## src/rtl/util_axis2irq_pkg.sv

```systemverilog
// Shared widths and helpers for the AXI-Stream to interrupt decoder.
// Imported by the stream interface, the per-line module and the top.
package util_axis2irq_pkg;

    localparam int CNT_W   = 8;
    localparam int ERR_W   = 16;
    localparam int TDATA_W = 8;

    typedef logic [CNT_W-1:0]   cnt_t;
    typedef logic [ERR_W-1:0]   err_t;
    typedef logic [TDATA_W-1:0] tdata_t;

    localparam err_t ERR_MAX = '1;

    // Counter that sticks at all-ones instead of wrapping.
    function automatic err_t sat_inc(input err_t v);
        return (v == ERR_MAX) ? v : v + err_t'(1);
    endfunction

endpackage

```

## src/rtl/util_axis2irq_if.sv

```systemverilog
// Minimal AXI-Stream slave channel carrying an interrupt number per beat.
// There is no TLAST/TKEEP; every beat stands on its own.
interface util_axis2irq_if;
    import util_axis2irq_pkg::*;

    tdata_t tdata;
    logic   tvalid;
    logic   tready;

    modport master (output tdata, output tvalid, input tready);
    modport slave  (input tdata, input tvalid, output tready);

endinterface

```

## src/rtl/util_axis2irq_line.sv

```systemverilog
// One interrupt line: either a sticky level cleared by ack, or a pulse that
// is timed by a reloadable down-counter. irq_nxt feeds the shared irq_any flop.
module util_axis2irq_line
    import util_axis2irq_pkg::*;
#(
    parameter int C_PULSE_CYCLES = 0
) (
    input  logic clk,
    input  logic rst_n,
    input  logic set,
    input  logic ack,
    output logic irq,
    output logic irq_nxt
);

    generate
        if (C_PULSE_CYCLES == 0) begin : g_level
            // A set on the same edge as an ack wins.
            assign irq_nxt = set | (irq & ~ack);

            always_ff @(posedge clk or negedge rst_n) begin
                if (!rst_n) irq <= 1'b0;
                else        irq <= irq_nxt;
            end
        end else begin : g_pulse
            localparam cnt_t LOAD = cnt_t'(C_PULSE_CYCLES);

            cnt_t cnt_q;
            cnt_t cnt_nxt;
            logic unused_ack;

            assign unused_ack = ack;

            // Re-triggering reloads the counter, so the pulse is extended,
            // never lengthened cumulatively.
            always_comb begin
                cnt_nxt = cnt_q;
                if (set)                cnt_nxt = LOAD;
                else if (cnt_q != '0)   cnt_nxt = cnt_q - cnt_t'(1);
            end

            assign irq_nxt = (cnt_nxt != '0);

            always_ff @(posedge clk or negedge rst_n) begin
                if (!rst_n) begin
                    cnt_q <= '0;
                    irq   <= 1'b0;
                end else begin
                    cnt_q <= cnt_nxt;
                    irq   <= irq_nxt;
                end
            end
        end
    endgenerate

endmodule

```

## src/rtl/util_axis2irq.sv

```systemverilog
// Decodes interrupt numbers arriving on an always-ready AXI-Stream slave into
// per-number irq lines; out-of-range numbers bump a saturating error counter.
module util_axis2irq
    import util_axis2irq_pkg::*;
#(
    parameter int C_NUM_IRQ      = 8,
    parameter int C_PULSE_CYCLES = 0
) (
    input  logic                 clk,
    input  logic                 rst_n,
    util_axis2irq_if.slave       s_axis,
    output logic [C_NUM_IRQ-1:0] irq,
    output logic                 irq_any,
    input  logic [C_NUM_IRQ-1:0] irq_ack,
    output logic [ERR_W-1:0]     err_count
);

    localparam logic [TDATA_W:0] NUM_LIM = (TDATA_W+1)'(C_NUM_IRQ);

    logic                 ready_q;
    logic                 accept;
    logic                 in_range;
    logic [C_NUM_IRQ-1:0] set;
    logic [C_NUM_IRQ-1:0] irq_nxt;
    err_t                 err_cnt_q;

    // Ready only drops during reset; it comes up on the first edge after release.
    always_ff @(posedge clk or negedge rst_n) begin
        if (!rst_n) ready_q <= 1'b0;
        else        ready_q <= 1'b1;
    end

    assign s_axis.tready = ready_q;
    assign accept        = s_axis.tvalid & ready_q;
    assign in_range      = ({1'b0, s_axis.tdata} < NUM_LIM);

    genvar k;
    generate
        for (k = 0; k < C_NUM_IRQ; k++) begin : g_line
            assign set[k] = accept & in_range & (s_axis.tdata == tdata_t'(k));

            util_axis2irq_line #(
                .C_PULSE_CYCLES (C_PULSE_CYCLES)
            ) u_line (
                .clk     (clk),
                .rst_n   (rst_n),
                .set     (set[k]),
                .ack     (irq_ack[k]),
                .irq     (irq[k]),
                .irq_nxt (irq_nxt[k])
            );
        end
    endgenerate

    // Registered from the lines' next state so it moves on the same edge as irq.
    always_ff @(posedge clk or negedge rst_n) begin
        if (!rst_n) irq_any <= 1'b0;
        else        irq_any <= |irq_nxt;
    end

    always_ff @(posedge clk or negedge rst_n) begin
        if (!rst_n)                   err_cnt_q <= '0;
        else if (accept && !in_range) err_cnt_q <= sat_inc(err_cnt_q);
    end

    assign err_count = err_cnt_q;

endmodule

```

## src/flat_wrapper.sv

```systemverilog
// flat-port wrapper written by rule: the top's interface ports become plain ports
module util_axis2irq_flat import util_axis2irq_pkg::*;
#(
    parameter int C_NUM_IRQ      = 8,
    parameter int C_PULSE_CYCLES = 0
)
  (clk, rst_n, irq, irq_any, irq_ack, err_count, s_axis_tdata, s_axis_tvalid, s_axis_tready);
  util_axis2irq_if s_axis_i ();
  input  logic clk;
  input  logic rst_n;
  output logic [C_NUM_IRQ-1:0] irq;
  output logic irq_any;
  input  logic [C_NUM_IRQ-1:0] irq_ack;
  output logic [ERR_W-1:0] err_count;
  input wire logic [$bits(s_axis_i.tdata)-1:0] s_axis_tdata;
  input wire logic [$bits(s_axis_i.tvalid)-1:0] s_axis_tvalid;
  output wire logic [$bits(s_axis_i.tready)-1:0] s_axis_tready;
  assign s_axis_i.tdata = s_axis_tdata;
  assign s_axis_i.tvalid = s_axis_tvalid;
  assign s_axis_tready = s_axis_i.tready;
  util_axis2irq #(.C_NUM_IRQ(C_NUM_IRQ), .C_PULSE_CYCLES(C_PULSE_CYCLES)) u_core (.clk(clk), .rst_n(rst_n), .s_axis(s_axis_i), .irq(irq), .irq_any(irq_any), .irq_ack(irq_ack), .err_count(err_count));
endmodule
```

## config.mk

```make
export PLATFORM = sky130hd
export DESIGN_NAME = util_axis2irq_flat
export DESIGN_NICKNAME = d
export VERILOG_FILES = /design/src/rtl/util_axis2irq_pkg.sv /design/src/rtl/util_axis2irq_if.sv /design/src/rtl/util_axis2irq_line.sv /design/src/rtl/util_axis2irq.sv /design/src/flat_wrapper.sv
export SDC_FILE = /design/constraint.sdc
export NUM_CORES = 1
export LEC_CHECK = 0
export ABC_AREA = 1
export CORE_ASPECT_RATIO = 0.5
export CORE_UTILIZATION = 40
export DETAILED_ROUTE_END_ITERATION = 16
export PLACE_DENSITY = 0.77
export RECOVER_POWER = 25
export SLEW_MARGIN = 20
export SYNTH_ARGS = -nofsm -noshare
export SYNTH_HDL_FRONTEND = slang
export SYNTH_SLANG_ARGS = --single-unit
export TNS_END_PERCENT = 10
```

## constraint.sdc

```tcl
create_clock -name clk -period 1.45 [get_ports clk]
set_input_delay 0.29 -clock clk [delete_from_list [all_inputs] [get_ports clk]]
set_output_delay 0.29 -clock clk [all_outputs]
set_load 0.05 [all_outputs]
```

# Yosys cells after proc, flatten, opt, wreduce, memory -nomap -nowiden
# Cells that the tools add are included.
[classes] mul=0 n_div=0 order_cmp=1 n_reduce_logical=5 mux=0 n_bitwise=35 n_addsub=1 n_shift=0 n_eq_ne=8
[op_table] operator="$eq A8 B3 Y1 const B" n=4
[op_table] operator="$and A1 B1 Y1" n=18
[op_table] operator="$add A16 B1 Y16 const B" n=1
[op_table] operator="$eq A16 B16 Y1 const B" n=1
[op_table] operator="$eq A8 B2 Y1 const B" n=2
[op_table] operator="$not A1 Y1" n=9
[op_table] operator="$eq A8 B1 Y1 const B" n=1
[op_table] operator="$logic_not A8 Y1" n=1
[op_table] operator="$lt A8 B4 Y1 const B" n=1
[op_table] operator="$or A1 B1 Y1" n=8
[op_table] operator="$reduce_or A8 Y1" n=1
[op_table] operator="$reduce_and A2 Y1" n=1
[op_table] operator="$logic_and A1 B1 Y1" n=1
[op_table] operator="$logic_not A1 Y1" n=1
[totals] memories=0 rom_bits=0 latch_bits=0 ram_bits=0 register_bits=26 elab_cells=61 out_inout_bits=26 input_bits=19

# Longest topological paths before layout
# Gate-level depths: netlist of the first run.
[depth] word_depth=5 ltp_mapped=10 depth_no_buf=10

# Hierarchy
# From an unflattened synthesis of the first run, not the netlist that was laid out.
[unflattened] cells_unflattened=220 hier_area_um2=1549.0
[by_module_without_submodules] module="util_axis2irq" n_inst=1 seq_area_each_um2=450.4 area_each_um2=1228.7 cells_each=180
[by_module_without_submodules] module="util_axis2irq_line" n_inst=8 seq_area_each_um2=25.0 area_each_um2=40.0 cells_each=5

# Worst setup path before layout of the first run
# OpenSTA, ideal clock, no wires.
[synth_timing] path_type="register to register" start="register u_core.err_cnt_q[1] (netlist: u_core.err_count[1])" end="register u_core.err_cnt_q[8] (netlist: u_core.err_count[8])" stages_incl_launch_ff=10 setup_time_ps=120 slack_ps=-396 n_path_buf=1 synth_period_minus_slack_ps=1846 required_ps=1330 t_arrival_ps=1726 path_cell_list="dfrtp_1 > ha_1 > nand3_2 > nor2_4 > nand3_2 > nand2_4 > inv_2 > buf_6 > nand3_1 > nand2_1"
[synth_between] elab_chain_len=3 word_cells_on_any_way=4 classes_between="add/sub: 1; eq/ne: 1; bitwise: 1; reduce/logical: 1"
[synth_lines] item="from (decl)" line="util_axis2irq.sv:25" text="err_t err_cnt_q;"
[synth_lines] item="from (signal assigned)" line="util_axis2irq.sv:63" text="else if (accept && !in_range) err_cnt_q <= sat_inc(err_cnt_q);"
[synth_lines] item="branches (longest 3 deep; another with $add A16 B1 Y16)"
# Parallel ways; which one is timed is not known.
# A chain may end at the register's enable or synchronous reset.

# Worst setup path in the final report of the first run
# Same ends and word-level chain as after synthesis.

==> results.md, run 1 <==
* CTS tree: yes
* Port bufs at 44
* Clk_skew at 13.3 ps
* Power Dens Cells at 964 nW/um^2
* Layout Cells excl Fill at 325
* DR top layer: met4
* Cell Count Post-Placement at 319
* Combinational Power Share at 42.9%
* Final nets at 295
* First-pass GRT wire length at 6140 um
* Clock power share at 17.8%
* Yosys top cell area share at 42.0%
* Global Route Usage Sum at 19.2%
* Leakage at 1.18 nW
* Worst IR Drop VDD at 1.20 mV
* Initial DRC Count at 72
* Critical path arrival at 1570 ps
* CTS H-Tree Depth at 1
* Adder-cell share of the synthesized area at 0.808%
* Row cnt at 15
* Met3 wire length at 147 um
* Simple-gate share of the synthesized area at 34.3%
* Worst setup path startpoint: u_core.err_count[1]
* # DRC at 0
* Seq pwr share at 39.3%
* Die Y at 46.0 um
* Number of global-route vias before repair at 1,386
* Part of the cycle the worst path needs at 97.1%
* Max-cap violations at 0
* Final Max Slew Viols at 0
* Area grow syn2layout at 61.9%
* Initial Utilization at 43.4%
* Cell area after synthesis at 1550 sq um
* Max-slew headroom at the worst pin at 55.5%
* Yosys Warn Count at 0
* Setup Viol. Count Final at 0
* ANT nets after route at 0
* FILL cells at 282
* Mux cell area share after synthesis at 0%
* Reg2Reg Setup Slack at 40 ps
* Post-synthesis sequential area ratio at 42.0%
* Crit path capture type: flip-flop
* Switching fraction of total power at 37.0%
* Setup WS pre-CTS at -312 ps
* CTS sink cnt at 26
* DRT Pass-1 Iters at 4
* Worst setup SP type: flip-flop
* Pin count of the biggest net entering global routing at 27
* Most area-consuming cells after synthesis: dfrtp_1 (42%), nand2_1 (17%), inv_1 (6.8%)
* Drt wl/cell at 11.6 um
* Hold-fix buffers, CTS at 0
* Min cycle time layout at 1410 ps
* Maximum clock rate at 710 MHz
* Share of layout cells above drive strength 1 at 32.5%
* Worst-margin pin slew at 667 ps
* Commonest non-fill, non-tap cell in the layout: nand2_1
* CORE AREA at 3570 sq um
* Setup Crit Path Kind: flip-flop to flip-flop
* CTS Buffer Depth at 2
* Post-DP HPWL at 2860 um
* Worst Reg-to-Reg Cells at 9
* Die Width at 90.0 um
* Synthesized Nets at 232
* Total net switching power at 895 uW
* Critical Path RT at 1620 ps
* Routed metal-1 wirelength at 1620 um
* #FFs+latches synth at 26
* Drt via density at 4.65
* Worst skew pair latency at 280 ps
* Power consumption at 2.42 mW
* Main combinational cell family by area after synthesis: simple AND/OR/NAND/NOR gates
* Commonest cells after routing, fill and taps aside: nand2_1 (70), inv_1 (28), buf_12 (26)
* Outcome: completed
* Complex-gate fraction of the synthesized area at 3.96%
* Internal power at 1.52 mW
* Clock transition at path regs at 100 ps
* XOR/XNOR Fraction of Synth Area at 5.09%
* Routed vias at 1,512
* Hold Vio Cnt, Final at 0
* Setup ws final at 42.0 ps
* Synth unique cells at 23
* Critical-path maximum fanout at 15
* Top-level I/O count at 45
* Critical R2R Launch: u_core.err_count[1]
* RSZ-0062 raised after global routing: yes
* Met2 wire len at 1970 um
* HP Class: input port to asynchronous set/reset pin
* Antenna cells at 0
* Die area at 4140 sq um
* Area leader, netlist: dfrtp_1
* Final wirelength at 3770 um
* Synth Area per Inst at 7.31 sq um
* Initial antenna violation count at 0
* Mapped Cells at 212
* Gpl congestion at 0.841
* R2r endpoint: u_core.err_count[8]
* CTS Buf Count at 3
* CTS Root Cell: clkbuf_8
* Final global-route overflow total at 0
## cell families (layout without fill, tap and decap cells)
family,count (synthesis),after routing
AO/OA/AOI/OAI,10,10
adder cells (fa/ha/maj),1,1
buffers and inverters,44,105
AND/OR/NAND/NOR,121,122
other,1,1
XOR/XNOR,9,9
flip-flops,26,26
## power groups by stage
stage / Clock (mW) / Sequential, mW / Combinational (mW)
global placement: 0 / 0.972 / 0.978
floorplan: 0 / 1.21 / 0.243
global route: 0.475 / 0.961 / 1.09
CTS: 0.440 / 0.964 / 1.00
detailed placement: 0 / 0.976 / 0.998
finish: 0.431 / 0.950 / 1.04
## worst max path at each step
| stage | cells past startpoint | end | slack [ps] |
|---|---|---|---|
| floorplan | 9 | u_core.err_count[8] | -130 |
| global placement | 9 | u_core.err_count[15] | -200 |
| detailed placement | 10 | u_core.irq_any | -310 |
| CTS | 8 | u_core.err_count[5] | -3 |
| global route | 10 | u_core.irq_any | -40 |
| finish | 9 | u_core.err_count[8] | 40 |
## cell type report
| type | count | area [sq um] | area share, % |
|---|---|---|---|
| Clock buffer | 4 | 45.0 | 1.80 |
| Timing Repair Buffer | 67 | 871 | 34.7 |
| Tap cell | 51 | 63.8 | 2.54 |
| Sequential cell | 26 | 671 | 26.7 |
| Inverter | 34 | 133 | 5.29 |
| Multi-Input combinational cell | 143 | 724 | 28.9 |
## worst max-delay path, stage by stage (launching register included)
cell	delay [ps]
dfrtp_2	440
ha_4	180
nand3_4	100
nor2_4	40
nand3_2	100
nand2_4	100
inv_6	140
nand2_1	70
nand2_1	70
nand2_1	40
## metal layers
metal  up-vias  global-route usage [%]
li1        765                       -
met1       706                    21.6
met2        37                    38.3
met3         4                    4.33
met4         0                    5.16
met5         -                       0
## flip-flops by register name (all words and copies together) (netlist names)
register                  flops
u_core.s_axis.tready          1
u_core.err_count             16
u_core.irq_any                1
u_core.g_line.u_line.irq      8
## metrics by stage
step	instance area [sq um]	TNS, ps	hold WS (ps)	util [%]
after floorplan	1590	-1220	-5.59	-
after global placement	2440	-3300	554	68.4
after detailed placement	2440	-4720	564	68.4
after CTS	2490	-2.98	387	69.8
after global routing	2510	-154	607	70.3
final	2510	0	561	70.3
## Yosys cell counts, drive strengths merged
| cell type | count |
|---|---|
| nand3 | 17 |
| buf | 10 |
| nand4 | 3 |
| conb | 1 |
| nand2 | 72 |
| dfrtp | 26 |
| xor2 | 4 |
| inv | 34 |
| ha | 1 |
| nor2 | 22 |
| nor3 | 6 |
| nand3b | 1 |
| xnor2 | 5 |
| o21ai | 10 |
## repair_timing
item	4_1_cts	5_1_grt
endpoints found under the setup margin	5	15
gates cloned	0	1
pin swaps	0	1
setup buffers	0	1
gates resized for setup	2	2
(Power assumes the default switching activity.)
==> run 2: changes to the inputs <==
--- a/config.mk
+++ b/config.mk
@@ -8,9 +8,11 @@
 export ABC_AREA = 1
 export CORE_ASPECT_RATIO = 0.5
 export CORE_UTILIZATION = 40
+export CTS_BUF_LIST = sky130_fd_sc_hd__clkbuf_8
 export DETAILED_ROUTE_END_ITERATION = 16
 export PLACE_DENSITY = 0.77
 export RECOVER_POWER = 25
+export SETUP_SLACK_MARGIN = 0.3
 export SLEW_MARGIN = 20
 export SYNTH_ARGS = -nofsm -noshare
 export SYNTH_HDL_FRONTEND = slang
==> run 2 against run 1 <==
  * Setup slack better by 25 ps
  * Power up 4.8%
  * Routed wire length up 11%
  * Worst hold slack better by 1.6 ps
  * Maximum frequency up 1.8%
  * Critical path type is now input port to flip-flop
  * Global-route usage up 1.6 points
  * Sequential share of layout area down 1.3 points
  * Critical endpoint unchanged
  * Combinational power up 13%
  * Via count up 4.5%
  * Utilization up 3.6 points
==> results.md, run 2 (synthesized netlist as in run 1, its figures left out) <==
* Worst setup SP type: input port
* Initial Utilization at 43.4%
* Worst Reg-to-Reg Cells at 8
* RSZ-0062 raised after global routing: yes
* Cell Count Post-Placement at 319
* ANT nets after route at 0
* CTS sink cnt at 26
* CTS Buf Count at 3
* Combinational Power Share at 46.1%
* Die area at 4140 sq um
* CORE AREA at 3570 sq um
* Setup Crit Path Kind: input port to flip-flop
* First-pass GRT wire length at 6630 um
* Power Dens Cells at 961 nW/um^2
* Setup WS pre-CTS at -312 ps
* Share of layout cells above drive strength 1 at 36.9%
* Critical-path maximum fanout at 15
* Worst-path cell chain: clkdlybuf4s50_1 > inv_1 > nand2_1 > o21ai_2 > inv_2 > nand2_8 > inv_8 > nand2_1 > nand2_1 > nand2_1
* Final global-route overflow total at 0
* HP Class: input port to asynchronous set/reset pin
* Total net switching power at 943 uW
* Worst-margin pin slew at 656 ps
* Crit path capture type: flip-flop
* Part of the cycle the worst path needs at 95.4%
* Top-level I/O count at 45
* CTS Buffer Depth at 2
* CTS H-Tree Depth at 1
* Die Y at 46.0 um
* Maximum clock rate at 723 MHz
* Initial DRC Count at 73
* Max-slew headroom at the worst pin at 56.3%
* Worst skew pair latency at 280 ps
* Clk_skew at 12.0 ps
* Final Max Slew Viols at 0
* Gpl congestion at 0.841
* Critical Path RT at 1610 ps
* Clock transition at path regs at 100 ps
* Setup ws final at 67.0 ps
* Hold Vio Cnt, Final at 0
* Area grow syn2layout at 70.3%
* Port bufs at 44
* Internal power at 1.59 mW
* Hold-fix buffers, CTS at 0
* CTS tree: yes
* Area of the multi-input gates at 785 sq um
* Crit-path slowest cell: clkdlybuf4s50_1
* Outcome: completed
* Antenna cells at 0
* R2r endpoint: u_core.err_count[7]
* Largest register FFs at 16
* Routed vias at 1,580
* Max-cap violations at 0
* Drt via density at 4.74
* Setup Viol. Count Final at 0
* Critical path arrival at 1550 ps
* Worst IR Drop VDD at 1.35 mV
* WHS at 563 ps
* CP max stage delay at 460 ps
* Final nets at 303
* Number of global-route vias before repair at 1,479
* DRT Pass-1 Iters at 4
* Commonest cells after routing, fill and taps aside: nand2_1 (68), inv_1 (29), buf_4 (28)
* Leakage at 1.27 nW
* FILL cells at 260
* Switching fraction of total power at 37.2%
* Critical R2R Launch: u_core.err_count[1]
* Seq pwr share at 37.2%
* Commonest non-fill, non-tap cell in the layout: nand2_1
* CTS Root Cell: clkbuf_8
* Drt wl/cell at 12.6 um
* # DRC at 0
* Die Width at 90.0 um
* CP dominant cell by count: nand2_1
* Pin count of the biggest net entering global routing at 27
* Initial antenna violation count at 0
* Register area at 671 sq um
* Global Route Usage Sum at 20.8%
* Reg2Reg Setup Slack at 70 ps
* Post-DP HPWL at 2860 um
* Final wirelength at 4200 um
* Min cycle time layout at 1380 ps
* Layout Cells excl Fill at 333
* Clock power share at 16.7%
* Row cnt at 15
## run 2: cell count changes in the layout (fill, tap and decap cells not counted), sizes merged
cell    before  now
inv         34   35
buf         48   56
clkbuf       5    4
## run 2: repair_timing
item                                   in CTS  in global routing
gates resized for setup                    15                  6
endpoints found under the hold margin       0                  0
setup buffers                               4                  5
pin swaps                                   4                  4
setup endpoints to repair                  42                 48
gates cloned                                1                  0
## run 2: worst max path at each step
stage	startpoint	endpoint	slack [ps]	cells after the start
after floorplan	u_core.err_count[1]	u_core.err_count[8]	-130	9
after global placement	s_axis_tdata[5]	u_core.err_count[15]	-200	9
after detailed placement	s_axis_tdata[5]	u_core.irq_any	-310	10
after CTS	u_core.err_count[0]	u_core.err_count[10]	90	7
after global routing	u_core.err_count[1]	u_core.err_count[10]	-20	8
final	s_axis_tdata[7]	u_core.err_count[8]	70	10
## run 2: power groups by stage
stage | clock [mW] | sequential [mW] | combinational (mW)
after floorplan | 0 | 1.21 | 0.243
after global placement | 0 | 0.972 | 0.978
after detailed placement | 0 | 0.976 | 0.998
after CTS | 0.434 | 0.951 | 1.12
after global routing | 0.468 | 0.954 | 1.23
final | 0.424 | 0.942 | 1.17
## run 2: final cells by class
cell class,count,area share (%)
clock buffer,3,1.57
clock inverter,1,0.142
inverter,34,5.12
multi-input combinational,143,29.7
sequential,26,25.4
tap,51,2.42
timing repair buffer,75,35.6
## run 2: through the flow
stage | power, mW | setup TNS (ps) | util (%) | instance area, sq um
2_1_floorplan | 1.45 | -1220 | - | 1590
3_3_place_gp | 1.95 | -3300 | 68.4 | 2440
3_5_place_dp | 1.97 | -4720 | 68.4 | 2440
4_1_cts | 2.50 | 0 | 72.4 | 2580
5_1_grt | 2.65 | -25.3 | 74.0 | 2640
6_report | 2.53 | 0 | 74.0 | 2640
## run 2: critical path, delay by kind of cell
kind / cells / cell delay (ps)
buffers and inverters: 4 / 750
AND/OR/NAND/NOR: 5 / 420
AO/OA/AOI/OAI: 1 / 100
## run 2: layer usage
metal	up-vias	track usage, %	wire length (um)	part of all wire (%)
li1	783	-	-	-
met1	748	23.1	1640	39
met2	45	41.4	2300	55
met3	4	5.00	229	5.4
met4	0	6.45	35	0.83
met5	-	0	0	0
==> run 3: changes to the inputs <==
--- a/config.mk
+++ b/config.mk
@@ -10,9 +10,10 @@
 export CORE_UTILIZATION = 40
 export CTS_BUF_LIST = sky130_fd_sc_hd__clkbuf_8
 export DETAILED_ROUTE_END_ITERATION = 16
-export PLACE_DENSITY = 0.77
+export PLACE_DENSITY = 0.83
 export RECOVER_POWER = 25
 export SETUP_SLACK_MARGIN = 0.3
+export SKIP_LAST_GASP = 1
 export SLEW_MARGIN = 20
 export SYNTH_ARGS = -nofsm -noshare
 export SYNTH_HDL_FRONTEND = slang
==> run 3 against run 2 <==
  * Utilization increased by 4.6 points
  * Via count increased by 11%
  * Largest power group unchanged
  * Sequential power about the same
  * The run now ends with setup timing left
  * Combinational power increased by 9%
  * Clock power increased by 12%
  * Die area unchanged
  * Critical path type is now flip-flop to flip-flop
  * Sequential share of layout area decreased by 1.5 points
  * Worst hold slack improved by 7.0 ps
==> results.md, run 3 (synthesized netlist as in run 1, its figures left out) <==
* ANT nets after route at 0
* Setup ws final at -105 ps
* Final nets at 310
* Top-level I/O count at 45
* Post-placement cell area at 2440 sq um
* Maximum clock rate at 643 MHz
* Die Width at 90.0 um
* CTS Buf Count at 3
* Initial Utilization at 43.4%
* Critical path arrival at 1750 ps
* Area of the multi-input gates at 885 sq um
* Drt via density at 5.16
* Commonest cells after routing, fill and taps aside: nand2_1 (59), buf_4 (32), inv_1 (26), buf_12 (26)
* Outcome: complete, but fails checks
* DRT Pass-1 Iters at 4
* Hold Vio Cnt, Final at 0
* Largest register FFs at 16
* Critical Path RT at 1650 ps
* Worst-path cell chain: ha_4 > nand3_4 > nor2_4 > buf_6 > nand2_1 > nor2_2 > o21ai_0 > o21ai_1
* Row cnt at 15
* Max-cap violations at 0
* Leakage at 1.33 nW
* Final Max Slew Viols at 0
* Worst IR Drop VDD at 1.22 mV
* # DRC at 0
* Total net switching power at 1.02 mW
* Number of global-route vias before repair at 1,684
* Power consumption at 2.70 mW
* Final global-route overflow total at 0
* Layout Cells excl Fill at 340
* Post-DP HPWL at 3020 um
* Part of the cycle the worst path needs at 107%
* Worst setup SP type: flip-flop
* Port bufs at 44
* Hold-fix buffers, CTS at 0
* Initial antenna violation count at 0
* Setup Crit Path Kind: flip-flop to flip-flop
* FILL cells at 215
* Cell Count Post-Placement at 319
* Setup Viol. Count Final at 11
* CORE AREA at 3570 sq um
* Initial DRC Count at 165
* Drt wl/cell at 15.7 um
* First-pass GRT wire length at 7480 um
* Switching fraction of total power at 37.7%
* Final instance area at 2800 sq um
* Final wirelength at 5330 um
* Combinational Power Share at 47.5%
* Failing checks: setup timing
* CTS Buffer Depth at 2
* CP max stage delay at 410 ps
* Clock transition at path regs at 90 ps
* CTS Root Cell: clkbuf_8
* Routed vias at 1,756
* Setup WS pre-CTS at -338 ps
* Die Y at 46.0 um
* Seq pwr share at 34.9%
* Antenna cells at 0
* Worst skew pair latency at 280 ps
* Die area at 4140 sq um
* Max-slew headroom at the worst pin at 54.5%
* Area grow syn2layout at 80.9%
* Register area at 671 sq um
* Gpl congestion at 0.850
* Power Dens Cells at 963 nW/um^2
* Crit-path slowest cell: dfrtp_2
* Share of layout cells above drive strength 1 at 46.0%
* Commonest non-fill, non-tap cell in the layout: nand2_1
* Crit path capture type: flip-flop
* CTS sink cnt at 26
* HP Class: input port to asynchronous set/reset pin
* CTS tree: yes
* CTS H-Tree Depth at 1
* Clock power share at 17.7%
* Global Route Usage Sum at 23.7%
* TNS Setup at -260 ps
* Critical-path maximum fanout at 4
* Worst-margin pin slew at 682 ps
* Clk_skew at 6.35 ps
* Internal power at 1.68 mW
* RSZ-0062 raised after global routing: yes
* Pin count of the biggest net entering global routing at 27
* Min cycle time layout at 1550 ps
==> run 3: changes by cell type in the layout (fill, tap and decap cells not counted), sizes merged <==
cell,previous run,this run
clkdlybuf4s50,17,8
buf,56,63
dlygate4sd2,0,7
clkdlybuf4s15,0,2
clkbuf,4,5
inv,35,34
==> run 3: timing repair <==
| action | CTS | global route |
|---|---|---|
| endpoints found under the setup margin | 42 | 45 |
| gates resized for setup | 46 | 15 |
| cloned | 1 | 0 |
| buffers inserted | 10 | 6 |
| pin swaps | 19 | 10 |
==> run 3: cell type report <==
| type | instances | area share [%] |
|---|---|---|
| repair buffers | 82 | 35.4 |
| clock buffers | 4 | 1.96 |
| multi-input cells | 143 | 31.6 |
| flip-flops and latches | 26 | 23.9 |
| well taps | 51 | 2.28 |
| inverters | 34 | 4.82 |
==> run 3: critical path, delay by kind of cell, from the launching register on <==
| kind | cells | cell delay, ps |
|---|---|---|
| adders and majority gates | 1 | 160 |
| and+or+nand+nor | 4 | 470 |
| buffers and inverters | 1 | 130 |
| AOI/OAI and AO/OA | 2 | 300 |
| DFF | 1 | 410 |
==> run 3: metal layers <==
| metal | part of all wire, % | wire [um] | track usage [%] | up-vias |
|---|---|---|---|---|
| met5 | 0 | 0 | 0 | - |
| met4 | 4.5 | 238 | 12.3 | 0 |
| met3 | 5.4 | 289 | 4.83 | 30 |
| met2 | 54 | 2860 | 49.9 | 89 |
| met1 | 36 | 1940 | 23.4 | 837 |
| li1 | - | - | - | 800 |
==> run 3: through the flow <==
step	hold WS (ps)	utilization, %
floorplan	-5.59	-
global placement	552	68.4
detailed placement	553	68.4
CTS	392	75.8
global route	572	78.6
finish	570	78.6
==> run 3: path summary, 6_finish.rpt <==
| path | startpoint | end | slack (ps) | depth (start not counted) |
|---|---|---|---|---|
| max | u_core.err_count[1] | u_core.err_count[12] | -100 | 8 |
| min | rst_n | u_core.err_count[2] | 570 | 2 |
| min in group clk | u_core.g_line[6].u_line.irq | u_core.g_line[6].u_line.irq | 570 | 2 |
| max reg2reg | u_core.err_count[1] | u_core.err_count[12] | -100 | 8 |
| max in group asynchronous | rst_n | u_core.err_count[9] | 390 | 2 |
| min reg2reg | u_core.g_line[6].u_line.irq | u_core.g_line[6].u_line.irq | 570 | 2 |
==> run 3: power groups by stage <==
stage               logic, mW  clock network, mW  registers (mW)
finish                   1.28              0.477           0.941
global route             1.33              0.504           0.946
CTS                      1.17              0.473           0.939
detailed placement       1.04                  0           0.965
global placement         1.01                  0           0.959
floorplan               0.243                  0            1.21
